$ cat config.mk
export PLATFORM = sky130hd
export DESIGN_NAME = crc_strip_window
export DESIGN_NICKNAME = d
export VERILOG_FILES = /design/src/rtl/crc32_pkg.sv /design/src/rtl/crc_strip_window.sv
export SDC_FILE = /design/constraint.sdc
export NUM_CORES = 1
export LEC_CHECK = 0
export CAP_MARGIN = 10
export CORE_AREA = 10 10 71 73
export DETAILED_ROUTE_END_ITERATION = 16
export DIE_AREA = 0 0 81 83
export GPL_ROUTABILITY_DRIVEN = 1
export MAX_ROUTING_LAYER = met4
export PLACE_DENSITY = 0.78
export RECOVER_POWER = 50
export SETUP_SLACK_MARGIN = 0.3
export SLEW_MARGIN = 0
export SYNTH_ARGS = -nofsm -noshare
export SYNTH_HDL_FRONTEND = slang
export SYNTH_SLANG_ARGS = --single-unit
$ cat constraint.sdc
create_clock -name clk -period 1.3 [get_ports clk]
set_input_delay 0.325 -clock clk [delete_from_list [all_inputs] [get_ports clk]]
set_output_delay 0.325 -clock clk [all_outputs]
set_load 0.01 [all_outputs]
$ cat src/rtl/crc32_pkg.sv
// Shared definitions for the CRC-32 generator/checker pair.
//   CRC32_POLY / CRC32_INIT : polynomial and preset (non-reflected, no final XOR)
//   WIN_DEPTH               : number of trailing CRC bytes held back from the payload
//   state_e                 : checker FSM states
//   crc32_byte_update       : one byte through the CRC register, bit 7 of the byte first
package crc32_pkg;

  localparam logic [31:0] CRC32_POLY = 32'h04C11DB7;
  localparam logic [31:0] CRC32_INIT = 32'h0000_0000;
  localparam int          WIN_DEPTH  = 4;

  typedef enum logic [1:0] {
    IDLE  = 2'd0,
    RECV  = 2'd1,
    CHECK = 2'd2
  } state_e;

  // Unrolled serial LFSR. data[k] meets crc[24+k], so feeding bit 7 first
  // gives the same 32 XOR equations as the parallel generator.
  function automatic logic [31:0] crc32_byte_update(input logic [31:0] crc,
                                                    input logic [7:0]  data);
    logic [31:0] c;
    c = crc;
    for (int i = 7; i >= 0; i--) begin
      if (c[31] ^ data[i]) c = (c << 1) ^ CRC32_POLY;
      else                 c = c << 1;
    end
    return c;
  endfunction

endpackage

$ cat src/rtl/crc_strip_window.sv
// 4-deep byte delay line that hides the trailing CRC bytes of a frame.
//   clk, rst_n      : clock, asynchronous active-low reset
//   clr_i           : synchronous clear (frame start / idle)
//   push_i, byte_i  : shift a received byte in
//   evict_o         : a push is displacing the oldest byte this cycle
//   evict_byte_o    : the byte being displaced (valid with evict_o)
module crc_strip_window
  import crc32_pkg::*;
(
  input  logic       clk,
  input  logic       rst_n,
  input  logic       clr_i,
  input  logic       push_i,
  input  logic [7:0] byte_i,
  output logic       evict_o,
  output logic [7:0] evict_byte_o
);

  localparam logic [2:0] FULL = 3'(WIN_DEPTH);

  // win_q[0] is the newest byte, win_q[WIN_DEPTH-1] the oldest.
  logic [7:0] win_q [WIN_DEPTH];
  logic [2:0] fill_q;

  always_ff @(posedge clk or negedge rst_n) begin
    if (!rst_n) begin
      for (int i = 0; i < WIN_DEPTH; i++) win_q[i] <= 8'h00;
      fill_q <= 3'd0;
    end else if (clr_i) begin
      for (int i = 0; i < WIN_DEPTH; i++) win_q[i] <= 8'h00;
      fill_q <= 3'd0;
    end else if (push_i) begin
      win_q[0] <= byte_i;
      for (int i = 1; i < WIN_DEPTH; i++) win_q[i] <= win_q[i-1];
      if (fill_q != FULL) fill_q <= fill_q + 3'd1;
    end
  end

  // Only bytes that are already four deep are payload; anything still in the
  // window when the frame ends is CRC and is dropped by the clear.
  assign evict_o      = push_i && !clr_i && (fill_q == FULL);
  assign evict_byte_o = win_q[WIN_DEPTH-1];

endmodule

After elaboration in Yosys (flattened, before gate mapping)
Cells that the tools add are included.
Operators by class
  add/sub/neg operators: 1
  equal/unequal tests: 2
  mux-type cells: 5
  reductions and logical operators: 6
Operators with widths (number)
  32-bit two-way mux: 2
  3-bit two-way mux: 3
  2-bit nonzero test: 2
  3-bit by 1-bit adder with 3-bit output, second input constant: 1
  3-bit == test, second input constant: 1
  3-bit != test, second input constant: 1
  1-bit logical AND: 2
  2-bit AND reduction: 1
  1-bit zero test: 1
Storage, ports and cells
  register bits: 35
  input port bits: 12
  output and inout bits: 9
  word-level logic and storage cells: 19

Depth between registers and ports, before layout
  depth in word-level cells: 4
  mapped depth: 4
  gate-level depth less buffers: 4

Worst setup path after synthesis
Ideal clock, no wire load.
  path type: register to register
  start point: register fill_q[0]
  end point: register fill_q[0]
  library setup time: 125 ps
  data arrival time: 1107 ps
  data required time: 1175 ps
  path slack: 68 ps
  stages on the path, launching flop included: 5
  path buffers: 0
  period minus slack after synthesis: 1232 ps
  path through: dfrtp_1 > inv_1 > ha_1 > a21boi_4 > mux2_4
On the way
  cells in the longest elaborated chain, start to end: 4
  elaborated cells on any way between the ends: 7
  classes of those cells: 1 x add/sub; 1 x eq/ne; 3 x mux; 2 x reduce/logical
Ends and longest elaborated chain
  start: declaration: RTL line crc_strip_window.sv:23  | logic [2:0] fill_q;
  start signal: assignment: RTL line crc_strip_window.sv:35  | if (fill_q != FULL) fill_q <= fill_q + 3'd1;
  3-bit by 1-bit adder with 3-bit output: RTL line crc_strip_window.sv:35
  3-bit two-way mux: RTL line crc_strip_window.sv:35
  3-bit two-way mux: RTL line crc_strip_window.sv:32  | end else if (push_i) begin
  3-bit two-way mux: RTL line crc_strip_window.sv:29  | end else if (clr_i) begin
Several ways; a longest one is shown, not always the timed one. The select of a mux whose other input is x is not followed.
A chain may end at the register's enable or synchronous reset.

Worst setup path after layout
  start point: register fill_q[1]
  end point: output port evict_o
On the way
  cells in the longest elaborated chain, start to end: 2
Ends and longest elaborated chain
  3-bit == test: RTL line crc_strip_window.sv:41  | assign evict_o = push_i && !clr_i && (fill_q == FULL);
  1-bit logical AND: RTL line crc_strip_window.sv:41
  end: declaration: RTL line crc_strip_window.sv:15  | output logic evict_o,
Every way passes these cells.

==> summary.md <==
| Metric | Value |
|---|---|
| Final setup viols | 2 |
| Syn nets | 144 |
| Fraction of layout cells with a size suffix above 1 | 25.6% |
| DP Cell Count | 190 |
| Maximum root-to-sink buffer count | 2 |
| Slew HR | 49.9% |
| Clock transition at path regs | 0.07 ns |
| Slowest CP cell | dfrtp_1 |
| Ys Warns | 0 |
| Failing checks | setup timing |
| Syn Area/Cell | 12.1 µm² |
| Port bufs | 20 |
| Clk_skew | 0.00631 ns |
| Pleak | 1.04 nW |
| Fin area | 1970 µm² |
| Register area | 876 µm² |
| ANT cells | 0 |
| Yosys reg bits | 35 |
| Routed WL | 2850 µm |
| CP arrival | 1.15 ns |
| Final setup margin | -0.180 ns |
| Startpoint Class | register |
| CP top delay family | flip-flops |
| Die H | 83 µm |
| H-tree depth | 2 |
| Antenna violations before repair | 0 |
| Grt ovf | 0 |
| Final Cycle Share | 114% |
| Worst Path Buf+Inv | 2 |
| Area post-placement | 1790 µm² |
| Layout area overhead | 25.3% |
| Vias in the first global route | 992 |
| Routed len/inst | 13.7 µm |
| Total number of vias | 1009 |
| Final Hold Vio Count | 0 |
| Overall Global Routing Usage | 8.60% |
| CTS buffer count | 5 |
| Status | finished with violations |
| Fin crit period | 1.48 ns |
| DRC Markers | 0 |
| Largest net degree at the start of global routing | 38 |
| Critical path capture point type | primary output |
| Via/cell ratio | 4.85 |
| First-pass DRT Iterations | 4 |
| Syn Inst Count | 130 |
| Row cnt | 22 |
| Core area | 3630 µm² |
| Number of fill cells | 325 |
| Max rail drop VDD | 0.685 mV |
| Crit Path Class | reg -> out |
| Pins Over Slew Limit | 0 |
| Die W | 81 µm |
| Pwr dens | 1060 nW/µm² |
| Fin nets | 175 |
| Routability cong. | 0.694 |
| Max frequency | 0.676 GHz |
| Mapped Area | 1570 µm² |
| Crit path cell chain | inv_2 > ha_4 > and4b_1 > buf_2 |
| Max Cap Viol | 0 |
| Root buffer cell | clkbuf_8 |
| RSZ-0062 raised after global routing | yes |
| Worst slew pin tran | 0.752 ns |
| Post-route ant nets | 0 |
| CTS tree | built |
| Die Footprint | 6720 µm² |
| HP Class | reg -> reg |
| Multi-input logic area | 592 µm² |
| DRT iter0 DRCs | 99 |
| Final cell count without fillers | 208 |
| Post-DP HPWL | 1770 µm |
| Seq/Total Area, Yosys | 55.8% |
| Boundary Pins | 21 |
| Clock Sinks | 35 |
| Initial core utilization | 43.2% |
| First-pass GRT wire length | 4600 µm |
| Slowest stage delay, CP | 0.39 ns |
| Later-pin clock latency in the skew report | 0.27 ns |
| Hold Buf Count CTS | 0 |
| Worst path required time | 0.98 ns |
| Yosys cell types | 15 |
| CP max FO | 2 |
==> flip-flops by register name, indices dropped and copies added, names as in the netlist <==
register      cells
evict_byte_o      8
fill_q            3
win_q            24
==> worst min-delay path, stage by stage (launching register included) <==
cell	delay, ns
dfrtp_1	0.34
mux2i_1	0.07
nor2_1	0.07
==> metrics by stage <==
step                util (%)  total power, mW  hold WS (ns)  TNS, ns  worst slack [ns]
floorplan                  -             1.31        0.0294        0             0.156
global placement        49.1             1.38         0.501    -3.38            -0.541
detailed placement      49.1             1.40         0.508    -4.12            -0.542
CTS                     51.6             2.10         0.424   -0.186            -0.186
global route            54.1             2.21         0.545   -0.362            -0.235
finish                  54.1             2.09         0.522   -0.190            -0.180
==> power by group <==
group	internal [mW]	switching [mW]	leakage, nW
clock network	0.356	0.328	0.0371
logic	0.138	0.124	0.521
registers	1.12	0.0189	0.479
==> cells in the final DEF, fill, tap and decap left out <==
cell | synthesis | layout
a21boi_4 | 1 | 1
a21oi_1 | 1 | 1
and4b_1 | 2 | 2
buf_12 | 0 | 1
buf_2 | 4 | 7
buf_4 | 8 | 13
buf_6 | 4 | 6
clkbuf_1 | 0 | 2
clkbuf_16 | 0 | 1
clkbuf_4 | 0 | 1
clkbuf_8 | 0 | 5
clkdlybuf4s50_1 | 0 | 9
dfrtp_1 | 35 | 35
dlymetal6s2s_1 | 0 | 1
ha_4 | 0 | 2
inv_2 | 0 | 2
mux2_4 | 1 | 1
mux2i_1 | 33 | 33
nand2b_1 | 2 | 2
nor2_1 | 33 | 33
nor2b_1 | 1 | 1
nor3_2 | 0 | 1
==> cell families after synthesis <==
group                    after synthesis  share of synthesized area (%)
AND/OR/NAND/NOR                       39                           10.7
flip-flops                            35                           55.8
multiplexers                          34                           22.0
buffers and inverters                 18                           8.45
AO/OA/AOI/OAI                          2                           1.51
adder cells (fa/ha/maj)                2                           1.59
==> Yosys cell counts, drive strengths merged <==
master / n / area, µm²
dfrtp: 35 / 876
a21boi: 1 / 18.8
ha: 2 / 25.0
a21oi: 1 / 5.00
buf: 16 / 125
nor3: 1 / 5.00
and4b: 2 / 20.0
nor2: 33 / 124
mux2: 1 / 15.0
nand2b: 2 / 12.5
mux2i: 33 / 330
inv: 2 / 7.51
nor2b: 1 / 6.26
==> worst paths after layout <==
| check | startpoint | endpoint | slack, ns | depth (start not counted) |
|---|---|---|---|---|
| setup / recovery | fill_q[1] | evict_o | -0.18 | 4 |
| max in group asynchronous | rst_n | win_q[26] | 0.24 | 2 |
| min in group asynchronous | rst_n | fill_q[2] | 0.58 | 2 |
| setup reg to reg | fill_q[1] | fill_q[0] | -0.01 | 5 |
| hold / removal | win_q[18] | win_q[10] | 0.52 | 2 |
| hold reg to reg | win_q[18] | win_q[10] | 0.52 | 2 |
==> repair_timing <==
action	4_1_cts	5_1_grt
gates resized for setup	43	9
setup endpoints to repair	44	44
gates cloned	0	1
pin swaps	2	2
buffers inserted	4	7
==> final cells by class <==
cell class / count / share of cell area [%]
sequential: 35 / 44.5
multi-input combinational: 77 / 30.1
timing repair buffer: 40 / 18.3
clock buffer: 6 / 3.69
tap: 48 / 3.05
inverter: 2 / 0.382
==> routing by layer <==
layer	track usage (%)	up-vias	routed length [µm]
li1	-	485	-
met1	10.8	497	1290
met2	12.0	22	1370
met3	3.45	5	146
met4	3.29	0	33
met5	-	-	0
Note: power is estimated with default switching activity, not from simulation.
